## config.mk

```make
export PLATFORM = sky130hd
export DESIGN_NAME = fifo_uart_tx
export DESIGN_NICKNAME = d
export VERILOG_FILES = /design/src/rtl/fifo_uart_tx.sv
export SDC_FILE = /design/constraint.sdc
export NUM_CORES = 1
export LEC_CHECK = 0
export CORE_ASPECT_RATIO = 1.5
export CORE_UTILIZATION = 52
export CTS_BUF_LIST = sky130_fd_sc_hd__clkbuf_4 sky130_fd_sc_hd__clkbuf_8
export DETAILED_ROUTE_END_ITERATION = 8
export PLACE_DENSITY = 0.83
export SETUP_SLACK_MARGIN = 0.05
export SYNTH_ARGS = -nofsm -noshare
export SYNTH_HDL_FRONTEND = slang
export SYNTH_SLANG_ARGS = --single-unit
```

## constraint.sdc

```tcl
create_clock -name clk -period 1.4 [get_ports clk]
set_input_delay 0.28 -clock clk [delete_from_list [all_inputs] [get_ports clk]]
set_output_delay 0.28 -clock clk [all_outputs]
set_load 0.1 [all_outputs]
```

## src/rtl/fifo_uart_tx.sv

```systemverilog
// 8N1 UART transmitter (1 or 2 stop bits) that pops one byte per frame from a
// registered-output transmit FIFO and serialises it LSB first onto txd.
module fifo_uart_tx #(
    parameter int CLKS_PER_BIT = 868,
    parameter int STOP_BITS    = 1
) (
    input  logic       clk,
    input  logic       rst,
    input  logic [7:0] rd_d,
    input  logic       rd_empty,
    output logic       rd_en,
    output logic       txd,
    output logic       busy
);

    localparam int CW = (CLKS_PER_BIT > 1) ? $clog2(CLKS_PER_BIT) : 1;
    localparam logic [CW-1:0] CNT_LAST = CW'(CLKS_PER_BIT - 1);

    typedef enum logic [1:0] {
        IDLE  = 2'd0,
        START = 2'd1,
        DATA  = 2'd2,
        STOP  = 2'd3
    } state_t;

    state_t        state_q, state_d;
    logic [CW-1:0] cnt_q, cnt_d;
    logic [2:0]    idx_q, idx_d;
    logic [7:0]    shift_q, shift_d;
    logic          stop_hi_q, stop_hi_d;
    logic          txd_q, txd_d;
    logic          rd_en_q, rd_en_d;
    logic          busy_q, busy_d;
    logic          cnt_last;

    assign cnt_last = (cnt_q == CNT_LAST);

    // State register: every flop, including the registered outputs.
    always_ff @(posedge clk or posedge rst) begin
        if (rst) begin
            state_q   <= IDLE;
            cnt_q     <= '0;
            idx_q     <= '0;
            shift_q   <= '0;
            stop_hi_q <= 1'b0;
            txd_q     <= 1'b1;
            rd_en_q   <= 1'b0;
            busy_q    <= 1'b0;
        end else begin
            state_q   <= state_d;
            cnt_q     <= cnt_d;
            idx_q     <= idx_d;
            shift_q   <= shift_d;
            stop_hi_q <= stop_hi_d;
            txd_q     <= txd_d;
            rd_en_q   <= rd_en_d;
            busy_q    <= busy_d;
        end
    end

    // Next-state logic; FIFO inputs are only looked at while idle.
    always_comb begin
        state_d   = state_q;
        cnt_d     = cnt_q;
        idx_d     = idx_q;
        shift_d   = shift_q;
        stop_hi_d = stop_hi_q;
        case (state_q)
            IDLE: begin
                if (!rd_empty) begin
                    state_d   = START;
                    shift_d   = rd_d;
                    cnt_d     = '0;
                    idx_d     = '0;
                    stop_hi_d = 1'b0;
                end
            end
            START: begin
                if (cnt_last) begin
                    cnt_d   = '0;
                    state_d = DATA;
                end else begin
                    cnt_d = cnt_q + 1'b1;
                end
            end
            DATA: begin
                if (cnt_last) begin
                    cnt_d   = '0;
                    shift_d = shift_q >> 1;
                    idx_d   = idx_q + 3'd1;
                    if (idx_q == 3'd7) begin
                        state_d = STOP;
                    end
                end else begin
                    cnt_d = cnt_q + 1'b1;
                end
            end
            STOP: begin
                if (cnt_last) begin
                    cnt_d = '0;
                    // A second stop bit reuses the bit counter with one extra phase flag.
                    if ((STOP_BITS == 2) && !stop_hi_q) begin
                        stop_hi_d = 1'b1;
                    end else begin
                        stop_hi_d = 1'b0;
                        state_d   = IDLE;
                    end
                end else begin
                    cnt_d = cnt_q + 1'b1;
                end
            end
            default: begin
                state_d = IDLE;
            end
        endcase
    end

    // Outputs are derived from the next state so they register in step with it.
    always_comb begin
        txd_d   = 1'b1;
        rd_en_d = 1'b0;
        busy_d  = (state_d != IDLE);
        case (state_d)
            START:   txd_d = 1'b0;
            DATA:    txd_d = shift_d[0];
            default: txd_d = 1'b1;
        endcase
        if ((state_q == IDLE) && (state_d == START)) begin
            rd_en_d = 1'b1;
        end
    end

    assign txd   = txd_q;
    assign rd_en = rd_en_q;
    assign busy  = busy_q;

endmodule

```

==> impl_metrics.env, run 1 <==
export IMPL_violations="design-rule violations, negative setup slack"
export IMPL_cts_buffers=3
export IMPL_grt_max_degree=27
export IMPL_dieArea_sq_um=2820
export IMPL_cp_slowest_stage_delay_ps=410
export IMPL_power_mw=2.42
export IMPL_dp_hpwl_mm=2.34
export IMPL_slew_headroom_pct=71.8
export IMPL_critPathBufInv=3
export IMPL_synth_most_common_cell="dfrtp_1"
export IMPL_vias=1233
export IMPL_netlist_instances=127
export IMPL_drv_cap=0
export IMPL_syn_area_sq_um=1350
export IMPL_portBuffers=13
export IMPL_min_period_ps=1630
export IMPL_grt_pass1_wl_mm=5.81
export IMPL_die_width_um=43.7
export IMPL_fin_area_sq_um=1930
export IMPL_synth_nets=141
export IMPL_synthFlopType="dfrtp_1"
export IMPL_synth_area_leaders="dfrtp_1 46%, a22o_1 5.2%, a21o_1 4.4%"
export IMPL_clkLatencyLatePin_ps=340
export IMPL_fmax_ghz=0.612
export IMPL_grt_antenna_before_repair=0
export IMPL_clkTransAtPathRegs_ps=150
export IMPL_holdWs_ps=244
export IMPL_crit_family="flip-flops"
export IMPL_synth_seq_area_share_pct=48.2
export IMPL_drive_gt1_share_pct=37.9
export IMPL_yosys_warnings=0
export IMPL_finClkSkew_ps=17.2
export IMPL_p_leak_nw=0.890
export IMPL_setup_viol=24
export IMPL_place_gp_congestion=0.826
export IMPL_drt_total_wl_mm=3.75
export IMPL_crit_path_frequent_cell="buf_6"
export IMPL_boundaryPins=14
export IMPL_drt_pass1_iterations=6
export IMPL_hold_viol_final=0
export IMPL_synth_top_cell_by_area="dfrtp_1"
export IMPL_gr_total_overflow=0
export IMPL_dr_first_iter_drc_count=44
export IMPL_core_area_sq_um=2450
export IMPL_postSynthAreaPerCell_sq_um=10.7
export IMPL_status="complete, but fails checks"
export IMPL_drcViolationCount=4
export IMPL_rsz0062_at_grt="yes"
export IMPL_rows=22
export IMPL_slowest_stage="dfrtp_1"
export IMPL_routed_via_density=6.23
export IMPL_final_core_util_pct=78.7
export IMPL_nFillCells=138
export IMPL_powerDensity_nw_per_um2=1260
export IMPL_synth_distinct_cells=37
export IMPL_multi_input_area_sq_um=712
export IMPL_fin_ws_ps=-235
export IMPL_ys_ff_latch=26
export IMPL_crit_type="reg -> reg"
export IMPL_clock_sinks=26
export IMPL_final_nets=189
export IMPL_synth_async_reset_ratio_pct=100
export IMPL_crit_path_start_kind="flip-flop"
export IMPL_worstMarginPinSlew_ps=422
export IMPL_crit_path_max_fanout=4
export IMPL_regArea_sq_um=652
export IMPL_slew_violations=0
export IMPL_ctsHtreeMaxLevel=1
export IMPL_synth_top_area_share_pct=46.2
export IMPL_peakVddDrop_v=0.000972
export IMPL_period_share_pct=117
export IMPL_crit_required_ps=1660
export IMPL_cts_root_buf="clkbuf_4"
export IMPL_first_global_vias=1289
export IMPL_ant_nets=0
export IMPL_critPathArrivalTime_ps=1890
export IMPL_crit_path_end_kind="flip-flop"
export IMPL_placed_area_sq_um=1730
export IMPL_post_drt_wl_per_cell_um=18.9
export IMPL_diodes=0
export IMPL_syn_to_final_growth_pct=42.4
export IMPL_grtUsageTotal_pct=27.8
export IMPL_initial_core_util_pct=55.3
export IMPL_die_height_um=64.5
export IMPL_netlist_top_cells_count="25 x dfrtp_1, 14 x nand2_1, 8 x a21o_1, 8 x a22o_1"
export IMPL_cts_tree="yes"
export IMPL_crit_chain="ha_2 > nor3b_4 > buf_4 > buf_6 > buf_6 > a31oi_4 > nand2b_1 > a31oi_1"
export IMPL_hold_class="in -> async"
export IMPL_synth_edf_count=0
export IMPL_clock_path_buffers=2
-- what timing repair did --
| action | in CTS | in global routing |
|---|---|---|
| setup endpoints to repair | 25 | 26 |
| buffers inserted | 4 | 3 |
| resized for setup | 13 | 11 |
| hold buffers | 0 | 0 |
| pin swaps | 22 | 12 |
-- worst paths after layout --
path                            startpoint          to  slack [ps]  depth (start not counted)
min in group clk                shift_q[4]  shift_q[4]         500                          1
worst max-delay path              cnt_q[0]    cnt_q[7]        -230                          8
worst max register to register    cnt_q[0]    cnt_q[7]        -230                          8
max in group asynchronous              rst         txd         930                          3
worst min register to register  shift_q[4]  shift_q[4]         500                          1
worst min-delay path                   rst  shift_q[3]         240                          3
-- cells in the final DEF (no fill, tap or decap), types with 3 or more instances in the layout --
cell	instances
nor2_1	6
buf_6	5
a22o_1	8
a21o_1	8
dfrtp_1	25
nand3_2	3
clkdlybuf4s50_1	10
buf_12	5
xnor2_1	3
inv_1	4
nand2_1	14
clkbuf_4	3
nand4_1	3
nand3_1	4
buf_4	28
o21ai_1	8
-- sequential cells by signal (all words and copies together), names as in the netlist --
name     cells
cnt_q       10
shift_q      8
idx_q        3
state_q      2
busy         1
rd_en        1
txd          1
-- stage by stage --
stage	setup slack (ps)	instances	setup TNS, ps
5_1_grt	-295	198	-6100
2_1_floorplan	-148	127	-1320
6_report	-235	198	-4300
3_5_place_dp	-203	187	-2550
4_1_cts	-194	195	-2700
3_3_place_gp	-159	187	-1800
-- where the power goes --
part | leakage (nW) | internal, mW | switching [mW]
Combinational | 0.548 | 0.471 | 0.427
Sequential | 0.314 | 0.897 | 0.103
Clock | 0.0279 | 0.290 | 0.235
Total | 0.890 | 1.66 | 0.766
-- final cells by class --
type,instances,share of cell area [%]
multi-input combinational,92,36.9
clock buffer,3,1.17
clock inverter,1,1.56
tap,24,1.56
sequential,26,33.8
timing repair buffer,48,24.2
inverter,4,0.779
-- metal layers --
layer  up-vias  global-route usage (%)  share of wire, %
met4         0                    12.1               1.9
met3         8                    3.06               2.6
met2        36                    50.7                57
li1        562                       -                 -
met1       627                    31.3                38
met5         -                       0                 0
-- kinds of logic (layout without fill, tap and decap cells) --
family                     count (synthesis)  in the layout  synth area share, %
AOI/OAI and AO/OA                         38             38                 20.0
xor gates and xnor gates                   5              5                 3.23
adders and majority gates                  3              3                 2.77
buffers and inverters                      9             56                 5.18
DFF                                       26             26                 48.2
and+or+nand+nor                           46             46                 20.7
-- tightest hold or removal path, delay by kind of cell --
kind,cells,cell delay (ps)
buf+inv,3,670
Power figures use the tool's default switching activity.
==> run 2: changes to the inputs <==
- CAP_MARGIN: default -> 20
- CORE_UTILIZATION: 52 -> 38
- PLACE_DENSITY: 0.83 -> 0.65
==> run 2 against run 1 <==
  * The run ends with negative setup slack left
  * Combinational power fell by 8.9%
  * Worst hold slack got worse by 25 ps
  * Wire length fell by 18%
  * Die area rose by 35%
  * Clock-buffer cell count rose by 1
  * Fmax rose by 1.8%
  * Register-to-register slack improved by 30 ps
==> impl_metrics.env, run 2 (synthesized netlist as in run 1, its figures left out) <==
export IMPL_rows=26
export IMPL_slowest_stage="dfrtp_1"
export IMPL_final_common_cell="buf_4"
export IMPL_crit_start="cnt_q[0]"
export IMPL_diodes=0
export IMPL_vias=1138
export IMPL_crit_chain="ha_2 > nor3b_4 > and4_4 > nor2_8 > a22o_1"
export IMPL_clock_sinks=26
export IMPL_regArea_sq_um=652
export IMPL_fin_ws_ps=-205
export IMPL_grt_busiest_layer="met2"
export IMPL_clkLatencyLatePin_ps=270
export IMPL_post_drt_wl_per_cell_um=14.4
export IMPL_crit_path_start_kind="flip-flop"
export IMPL_dr_first_iter_drc_count=13
export IMPL_slew_headroom_pct=70.8
export IMPL_crit_required_ps=1560
export IMPL_grt_antenna_before_repair=0
export IMPL_p_clk_share_pct=19.8
export IMPL_power_mw=2.26
export IMPL_powerDensity_nw_per_um2=1210
export IMPL_preCtsSetupSlack_ps=-233
export IMPL_met3_usage_pct=1.62
export IMPL_crit_path_max_fanout=9
export IMPL_rsz0062_at_grt="yes"
export IMPL_drt_total_wl_mm=3.09
export IMPL_globalRouteMet2Util_pct=35.7
export IMPL_ant_nets=0
export IMPL_swShare_pct=31.5
export IMPL_use_met1_pct=19.5
export IMPL_finClkSkew_ps=5.63
export IMPL_grtUsageTotal_pct=18.3
export IMPL_cts_buffers=3
export IMPL_violations="negative setup slack"
export IMPL_initial_core_util_pct=39.6
export IMPL_critPathArrivalTime_ps=1770
export IMPL_crit_path_end_kind="flip-flop"
export IMPL_reg_largest_list="cnt_q x10, shift_q x8, idx_q x3"
export IMPL_fmax_ghz=0.623
export IMPL_place_gp_congestion=0.776
export IMPL_final_nets=187
export IMPL_portBuffers=13
export IMPL_final_core_util_pct=54.7
export IMPL_worstMarginPinSlew_ps=436
export IMPL_routed_via_density=5.32
export IMPL_crit_type="reg -> reg"
export IMPL_cts_tree="yes"
export IMPL_gr_total_overflow=0
export IMPL_first_global_vias=1192
export IMPL_ctsHtreeMaxLevel=1
export IMPL_comb_power_share_pct=36.1
export IMPL_core_area_sq_um=3420
export IMPL_r2r_start="cnt_q[0]"
export IMPL_cp_slowest_stage_delay_ps=380
export IMPL_p_sw_mw=0.714
export IMPL_grt_pass1_wl_mm=5.19
export IMPL_peakVddDrop_v=0.000820
export IMPL_largest_reg_flops=10
export IMPL_p_leak_nw=0.863
export IMPL_hold_viol_final=0
export IMPL_drive_gt1_share_pct=34.9
export IMPL_cts_root_buf="clkbuf_8"
export IMPL_final_cell_mix="31 x buf_4, 25 x dfrtp_1, 14 x nand2_1"
export IMPL_holdWs_ps=219
export IMPL_setup_viol=24
export IMPL_hold_class="in -> async"
export IMPL_multi_input_area_sq_um=677
export IMPL_dieArea_sq_um=3810
export IMPL_drv_cap=0
export IMPL_drt_pass1_iterations=4
export IMPL_slew_violations=0
export IMPL_drcViolationCount=0
export IMPL_syn_to_final_growth_pct=38.1
export IMPL_grt_max_degree=17
export IMPL_dp_hpwl_mm=2.35
export IMPL_status="complete, but fails checks"
export IMPL_boundaryPins=14
export IMPL_nFillCells=318
export IMPL_p_int_mw=1.55
export IMPL_p_seq_share_pct=44.0
export IMPL_clock_path_buffers=2
export IMPL_clkTransAtPathRegs_ps=90
export IMPL_min_period_ps=1610
export IMPL_die_height_um=75.1
export IMPL_max_flop_register="cnt_q"
export IMPL_die_width_um=50.7
export IMPL_period_share_pct=115
-- run 2: cell types whose count changed in the layout (fill, tap and decap cells not counted), moves of 2 or more --
cell / change
o21ai_0: +4
o21ai_2: -2
buf_4: +3
buf_6: -4
o21ai_1: -2
clkbuf_4: -2
clkbuf_8: +3
-- run 2: per-stage QoR --
| step | TNS, ps | std cells | area (sq um) |
|---|---|---|---|
| 5_1_grt | -4770 | 214 | 1870 |
| 4_1_cts | -2710 | 211 | 1820 |
| 6_report | -3040 | 214 | 1870 |
| 3_3_place_gp | -2540 | 207 | 1760 |
| 2_1_floorplan | -1320 | 127 | 1360 |
| 3_5_place_dp | -3050 | 207 | 1760 |
-- run 2: final timing paths --
| kind | end | slack, ps | depth (start not counted) |
|---|---|---|---|
| worst max-delay path | shift_q[7] | -210 | 5 |
| worst min-delay path | idx_q[0] | 220 | 2 |
| worst max register to register | shift_q[7] | -210 | 5 |
| worst min register to register | shift_q[6] | 480 | 1 |
| max in group asynchronous | txd | 730 | 3 |
| min in group clk | shift_q[6] | 480 | 1 |
-- run 2: layer usage --
metal	vias up	part of all wire [%]
met5	-	0
met4	0	1.4
met3	4	2.8
met2	17	55
met1	563	41
li1	554	-
-- run 2: what timing repair did --
action | 4_1_cts | 5_1_grt
buffers inserted | 0 | 3
setup endpoints to repair | 25 | 25
hold buffers | 0 | 0
pin swaps | 3 | 7
resized for setup | 5 | 4
endpoints found under the hold margin | 0 | 0
-- run 2: critical path: cells and delay by family (launching register included) --
family / cells / cell delay [ps]
compound gates: 1 / 180
fa+ha+maj: 1 / 200
flops: 1 / 380
simple gates: 3 / 720
-- run 2: area by class of cell --
cell class / count / share of cell area (%)
multi-input combinational: 92 / 36.2
timing repair buffer: 46 / 22.7
inverter: 4 / 0.803
clock buffer: 4 / 2.61
sequential: 26 / 34.9
tap: 42 / 2.81
-- run 2: power by group through the flow --
| stage | sequential [mW] | clock [mW] | combinational [mW] |
|---|---|---|---|
| final | 0.996 | 0.449 | 0.818 |
| after global routing | 1.01 | 0.491 | 0.892 |
| after CTS | 0.998 | 0.470 | 0.745 |
| after detailed placement | 1.01 | 0 | 0.726 |
| after global placement | 1.00 | 0 | 0.686 |
| after floorplan | 1.05 | 0 | 0.323 |
==> RTL edit, RTL diff (config.mk and constraints of run 2) <==
Set the parameter `CLKS_PER_BIT` to 3472 (it was 868).
--- a/src/rtl/fifo_uart_tx.sv
+++ b/src/rtl/fifo_uart_tx.sv
@@ -3,3 +3,3 @@
 module fifo_uart_tx #(
-    parameter int CLKS_PER_BIT = 868,
+    parameter int CLKS_PER_BIT = 3472,
     parameter int STOP_BITS    = 1
Formal check against the unedited RTL: same outputs for any inputs over 10 cycles, from zero or initial values and one cycle with rst high; that may be too few to reach the edited logic, so the function may still have changed.
==> RTL edit against run 2 <==
The run still ends with setup timing left; wire length grew 13%; count of clock-buffer cells in the layout decreased by 1; sequential cell count grew 2; critical path type unchanged; final area is 12% higher; synthesized cell count rose by 13%; setup slack worse by 270 ps; hold slack improved by 120 ps; area after synthesis grew 1.6%.
Power is not compared: it rests on default switching activity, and its combinational part moved more than twofold at a synthesized area within 25%.
==> RTL edit: results <==
[cells_and_area]
clock_buffers = 3
multiInputGateArea_sq_um = 717
nonClockBufferCount = 53
stdcell_area_sq_um = 2090
area_share_clock_buf_inv = 0.0342
top_regs = "cnt_q x12, shift_q x8, idx_q x3"
fill_cells = 293
nonClkBufAreaFrac = 0.248
drive_gt1_frac = 0.367
seq_share = 0.337

[global_route]
grt_use_met3 = 0.0200
grtUsageTotal = 0.197
grt_pass1_wl_mm = 5.62
grt_use_met1 = 0.196

[sta]
max_slew.worst_pin.slew_ps = 288
worst_slack_ps = -472
setup_viol_count_final = 27
worst_clock_skew_ps = 4.59
finalSetupTns_ps = -10040

[drt]
viasPerCell = 5.31
drt-initial-drc-count = 38
wl_mm = 3.50
post_drt_wl_per_cell_um = 14.7
m1WireLength_mm = 1.27

[worst_setup_path]
path_max_fanout = 4
cp.arrival_ps = 2070
r2r_cells = 7

[synth]
synthTopCellsByCount = "nand2_1, dfrtp_1, o21ai_0, nor2_1"
syn_area_sq_um = 1380
synthesis.nets = 157
yosysSeqAreaShare = 0.510

[clocking]
cts_setup_buffers = 4

[run_status]
violations = "setup timing"
status = "finished with violations"

[placed_design]
dp_hpwl_mm = 2.37
post-place-ws_ps = -462
-- RTL edit: cell types whose count changed in the layout (fill, tap and decap cells not counted), moves of 3 or more --
cell / before / now
nand2_1: 14 / 24
a21o_1: 8 / 0
buf_6: 1 / 9
a22o_1: 8 / 1
a22oi_1: 0 / 6
nand2_2: 0 / 6
o21ai_1: 6 / 12
and3_1: 0 / 3
buf_4: 31 / 28
-- RTL edit: worst max-delay path, stage by stage (launching register included) --
cell and delay, ps:
dfrtp_1 370, ha_2 180, nand4b_1 100, buf_6 140, or4_4 550, xnor2_4 180
nand4_1 160, o221ai_1 110
-- RTL edit: logic make-up after synthesis --
family / count (synthesis) / synth area share
and+or+nand+nor: 62 / 0.231
AOI/OAI and AO/OA: 34 / 0.160
DFF: 28 / 0.510
buffers and inverters: 11 / 0.0318
xor gates and xnor gates: 4 / 0.0309
adders and majority gates: 3 / 0.0273
muxes: 1 / 0.00819
